File: config.mk
export PLATFORM = sky130hd
export DESIGN_NAME = arbitro_rr_vc
export DESIGN_NICKNAME = d
export VERILOG_FILES = /design/src/rtl/arbitro_rr_vc.sv
export SDC_FILE = /design/constraint.sdc
export NUM_CORES = 1
export LEC_CHECK = 0
export ABC_AREA = 1
export CORE_ASPECT_RATIO = 0.75
export CORE_UTILIZATION = 57
export CTS_BUF_LIST = sky130_fd_sc_hd__clkbuf_4 sky130_fd_sc_hd__clkbuf_8 sky130_fd_sc_hd__clkbuf_16
export DETAILED_ROUTE_END_ITERATION = 16
export DONT_BUFFER_PORTS = 1
export PLACE_DENSITY = 0.78
export SETUP_SLACK_MARGIN = 0.3
export SYNTH_ARGS = -nofsm -noshare
export SYNTH_HDL_FRONTEND = slang
export SYNTH_SLANG_ARGS = --single-unit
export TNS_END_PERCENT = 10
File: constraint.sdc
create_clock -name clk -period 3.25 [get_ports clk]
set_clock_uncertainty 0.15 [all_clocks]
set_input_delay 0.975 -clock clk [delete_from_list [all_inputs] [get_ports clk]]
set_output_delay 0.975 -clock clk [all_outputs]
set_load 0.03 [all_outputs]
File: src/rtl/arbitro_rr_vc.sv
// Round-robin arbiter moving first-word-fall-through source FIFO heads into the
// destination FIFO named by each word's top two bits, skipping almost-full targets.
module arbitro_rr_vc #(
  parameter int DATA_W = 6,
  parameter int N      = 4
) (
  input  logic                clk,
  input  logic                reset,
  input  logic                active_in,
  input  logic                error_in,
  input  logic [N-1:0]        fifo_empty_i,
  input  logic [N*DATA_W-1:0] fifo_data_i,
  input  logic [N-1:0]        dest_almost_full_i,
  output logic [N-1:0]        pop_o,
  output logic [N-1:0]        push_o,
  output logic [DATA_W-1:0]   data_o,
  output logic [1:0]          grant_o,
  output logic                idle_o
);

  // state | meaning
  // OFF   | arbitration disabled (inactive, FIFO error, or just out of reset)
  // ARB   | one eligible source popped per cycle, round-robin from rr_ptr
  typedef enum logic {OFF = 1'b0, ARB = 1'b1} state_e;

  localparam logic [N-1:0] ONE = {{(N-1){1'b0}}, 1'b1};

  state_e            state_q, state_d;
  logic [1:0]        rr_ptr_q, rr_ptr_d;
  logic [DATA_W-1:0] head [N];
  logic [N-1:0]      eligible;
  logic [1:0]        idx;
  logic [1:0]        sel;
  logic              found;
  logic              grant_ok;
  logic [DATA_W-1:0] head_sel;

  always_comb begin
    for (int i = 0; i < N; i++) begin
      head[i]     = fifo_data_i[i*DATA_W +: DATA_W];
      eligible[i] = ~fifo_empty_i[i] & ~dest_almost_full_i[head[i][DATA_W-1 -: 2]];
    end
  end

  // Search starts at rr_ptr; the 2-bit add wraps modulo N.
  always_comb begin
    found = 1'b0;
    sel   = rr_ptr_q;
    idx   = rr_ptr_q;
    for (int k = 0; k < N; k++) begin
      idx = rr_ptr_q + 2'(k);
      if (!found && eligible[idx]) begin
        found = 1'b1;
        sel   = idx;
      end
    end
  end

  assign grant_ok = (state_q == ARB) && found;
  assign head_sel = head[sel];
  assign pop_o    = grant_ok ? (ONE << sel) : '0;
  assign state_d  = (active_in && !error_in) ? ARB : OFF;
  assign rr_ptr_d = grant_ok ? (sel + 2'd1) : rr_ptr_q;

  always_ff @(posedge clk or negedge reset) begin
    if (!reset) begin
      state_q  <= OFF;
      rr_ptr_q <= '0;
      push_o   <= '0;
      data_o   <= '0;
      grant_o  <= '0;
      idle_o   <= 1'b0;
    end else begin
      state_q  <= state_d;
      rr_ptr_q <= rr_ptr_d;
      idle_o   <= (state_q == ARB) && (&fifo_empty_i) && (pop_o == '0);
      if (grant_ok) begin
        push_o  <= ONE << head_sel[DATA_W-1 -: 2];
        data_o  <= head_sel;
        grant_o <= sel;
      end else begin
        push_o  <= '0;
      end
    end
  end

endmodule

==> results by group, run 1 <==
Worst setup path
  – R2r worst-path depth: 15
  – CP startpoint kind: primary input
  – Crit path DAT: 2.55 ns
  – Worst path depth: 15
  – Worst path cell trace: inv_12 -> nand2_2 -> nand3_2 -> nand2_4 -> nand3_4 -> nand3_4 -> nand2_8 -> nand2_4 -> nor2_4 -> inv_2 -> o21ai_4 -> buf_6 -> nor2_4 -> nand2_2 -> inv_4
  – Critical Path Sink: pop_o[1]
  – Worst Setup End Kind: primary output
  – Worst path bufs/invs: 4
  – Critical path type: in2out
  – Delay-heaviest family, CP: simple AND/OR/NAND/NOR gates
  – WP data required: approximately 2.1 ns
  – R2r setup slk: around 0.54 ns
  – Slowest cell on the critical path: o21ai_4
  – Setup crit start: fifo_data_i[16]
  – Worst Path Max Fanout: 7
  – R2r endpoint: push_o[3]
  – CP peak stage delay: between 0.2 and 0.3 ns
  – Reg-to-reg startpoint: rr_ptr_q[0]

STA
  – Slew headroom: 68.33%
  – Final setup TNS: -1.573 ns
  – Fin crit share: 112.9%
  – RSZ-0062 raised after global routing: true
  – Worst Tran Pin Value: 0.4751 ns
  – Hold_ws: 0.1967 ns
  – Worst Slack Setup Final: -0.4206 ns
  – Final count of hold timing violations: 0
  – Max-slew violation total from the final report: 0
  – Final min period: 3.671 ns
  – # setup viols final: 4
  – Max Clock Freq: 0.2724 GHz

GRT
  – First-pass GRT wire length: ~7.4 mm
  – Busiest grt layer: met2
  – Global-route usage over all layers: between 30% and 40%
  – Initial antenna violation count: 1
  – GRT overflow: 0
  – Vias in the first global route: 1655
  – M3 GR Usage: 7.386%
  – Largest net degree at the start of global routing: 17
  – Met1 usage in global routing: approximately 43%
  – GR Util met2: 68.44%

Synthesis
  – Number of enable flip-flop cells after synthesis: 0
  – Mapped Cells: 231
  – Synth warn: 0
  – Ys flop type: dfrtp_1
  – Sequential element share of the synthesized area: 27.78%
  – Syn avg cell area: between 6 and 7 µm²
  – Post-synth cell types: 19
  – #FFs+latches synth: 16
  – Synthesized area: 1441 µm²
  – Syn Nets: between 200 and 300
  – FFs w/ async S/R, synth: between 90% and 100%

Clock network
  – Max clock buf depth: 2
  – H-Tree Depth: 1
  – CTS tree: yes
  – Worst skew pair latency: ~0.30 ns
  – Post-CTS Hold Buffers: 0
  – Root buffer cell: clkbuf_4
  – Clock sinks: 16
  – Total CTS buffers: 3
  – Clock slew at reported path FFs: 0.11 ns

Pwr
  – Sequential share of power: 19.1%
  – Pwr/cell area: roughly 1300 nW/µm²
  – Internal power: about 0.0011 W
  – Pwr Total: 0.002765 W
  – LEAKAGE: 1.139 nW
  – Gate power share: between 70% and 80%
  – Switching share of power: approximately 60%
  – Clk network pwr share: a little over 5%
  – Psw: 0.001667 W
  – Worst vdd ir: just over 700 µV

Die
  – Io pins: 53
  – Row Count: 15
  – Die ar.: 2736 µm²
  – Die W: 60.07 µm
  – Initial cell density of the core: 61.44%
  – Die Span Y: around 46 µm
  – CORE AREA: around 2300 µm²

Flow run
  – Max-Cap Viols: 0

Outcome
  – Status: finished with violations
  – Failing checks: negative setup slack

Routing
  – Iter 0 DRT Violations: 288
  – Via Count: around 2000
  – Drt total wl: between 6 and 7 mm
  – TritonRoute pass-1 iters: 7
  – Vias per std cell: 6.706
  – Final antenna-violating net count: 0
  – Drt wl/cell: 21.73 µm
  – DRC violations left: 0

Place
  – Port bufs: 0
  – DP HPWL: 3.282 mm
  – GPL Wtd Cong: 0.9019
  – Post-Place Setup Slack: -0.3278 ns
  – Placed cells: 288

Layout
  – Final Non-Filler Cells: between 200 and 300
  – Layout Area Growth over Synthesis: 50.96%
  – # fillers: 85
  – ANT cells: 0
  – Layout Nets: 302
  – Register area: 401.6 µm²
  – Multi-input combinational cell area: 1249 µm²
  – Share of cells above drive strength 1: between 40% and 50%

Min path
  – Worst min-delay path class: in2async
## flip-flops by register name, indices dropped and copies added, names as in the netlist
register	count
data_o	6
idle_o	1
state_q	1
push_o	4
grant_o	2
rr_ptr_q	2
## metrics by stage
step | utilization (%) | instance area [µm²]
2_1_floorplan | - | 1513
3_3_place_gp | 73.39 | 1722
3_5_place_dp | 73.39 | 1722
4_1_cts | 84.16 | 1974
5_1_grt | 92.75 | 2176
6_report | 92.75 | 2176
## synth_stat cells (2+ instances only)
| cell type | n | area, µm² |
|---|---|---|
| buf_4 | 3 | 22.52 |
| buf_6 | 3 | 33.78 |
| dfrtp_1 | 16 | 400.4 |
| inv_1 | 14 | 52.55 |
| inv_2 | 7 | 26.28 |
| nand2_1 | 106 | 397.9 |
| nand2_2 | 8 | 50.05 |
| nand2_4 | 2 | 22.52 |
| nand3_1 | 46 | 230.2 |
| nand3_2 | 7 | 70.07 |
| nor2_1 | 10 | 37.54 |
| nor3_1 | 2 | 10.01 |
## how the worst min path moves through the flow
stage	endpoint	slack, ns	cells past startpoint
2_1_floorplan	idle_o	0.40	2
3_5_place_dp	idle_o	0.43	2
5_1_grt	push_o[2]	0.18	0
3_3_place_gp	idle_o	0.44	2
4_1_cts	grant_o[1]	0.19	0
6_report	grant_o[1]	0.20	0
## cell type report
type	count	share of cell area [%]
Inverter	21	6.843
Timing Repair Buffer	36	13.69
Sequential cell	16	18.46
Multi-Input combinational cell	188	57.39
Tap cell	34	1.955
Clock buffer	4	1.668
## per-layer routing
layer,up-vias,wire (µm)
met5,-,0
met4,0,476
met3,64,759
met2,240,3069
met1,892,2189
li1,809,-
## power by group through the flow
| stage | Clock [W] | Combinational [W] | Sequential, W |
|---|---|---|---|
| 2_1_floorplan | 0 | 0.00122 | 0.000457 |
| 3_3_place_gp | 0 | 0.00152 | 0.000507 |
| 3_5_place_dp | 0 | 0.00159 | 0.000511 |
| 4_1_cts | 0.000142 | 0.00173 | 0.000510 |
| 5_1_grt | 0.000153 | 0.00218 | 0.000535 |
| 6_report | 0.000142 | 0.00209 | 0.000528 |
## cell families (layout without fill, tap and decap cells)
kind of cell	Yosys count	count (layout)	share of synthesized area, %
xor gates and xnor gates	1	1	1.910
AOI/OAI and AO/OA	3	3	1.476
DFF	16	16	27.78
and+or+nand+nor	184	184	59.46
buffers and inverters	27	61	9.375
## repair_timing
item	4_1_cts	5_1_grt
setup buffers	4	3
endpoints found under the setup margin	4	4
pin swaps	29	23
gates resized for setup	52	36
## cells in the final DEF, fill, tap and decap left out, types with 4 or more instances in the layout
cell / synthesis / layout
inv_1: 14 / 9
nand3_4: 0 / 9
buf_4: 3 / 31
nand3_2: 7 / 19
nand2_2: 8 / 19
nand2_4: 2 / 14
inv_2: 7 / 7
nor2_1: 10 / 7
buf_6: 3 / 4
nand3_1: 46 / 25
dfrtp_1: 16 / 15
nand2_1: 106 / 82
No activity file was read; power rests on OpenSTA's default activity.
==> run 2: changes to the inputs <==
--- a/config.mk
+++ b/config.mk
@@ -12,7 +12,7 @@
 export DETAILED_ROUTE_END_ITERATION = 16
 export DONT_BUFFER_PORTS = 1
 export PLACE_DENSITY = 0.78
-export SETUP_SLACK_MARGIN = 0.3
+export SETUP_SLACK_MARGIN = 0.15
 export SYNTH_ARGS = -nofsm -noshare
 export SYNTH_HDL_FRONTEND = slang
 export SYNTH_SLANG_ARGS = --single-unit
==> results of run 2 <==
The final DEF is identical to that of run 1; final timing and power are the same.
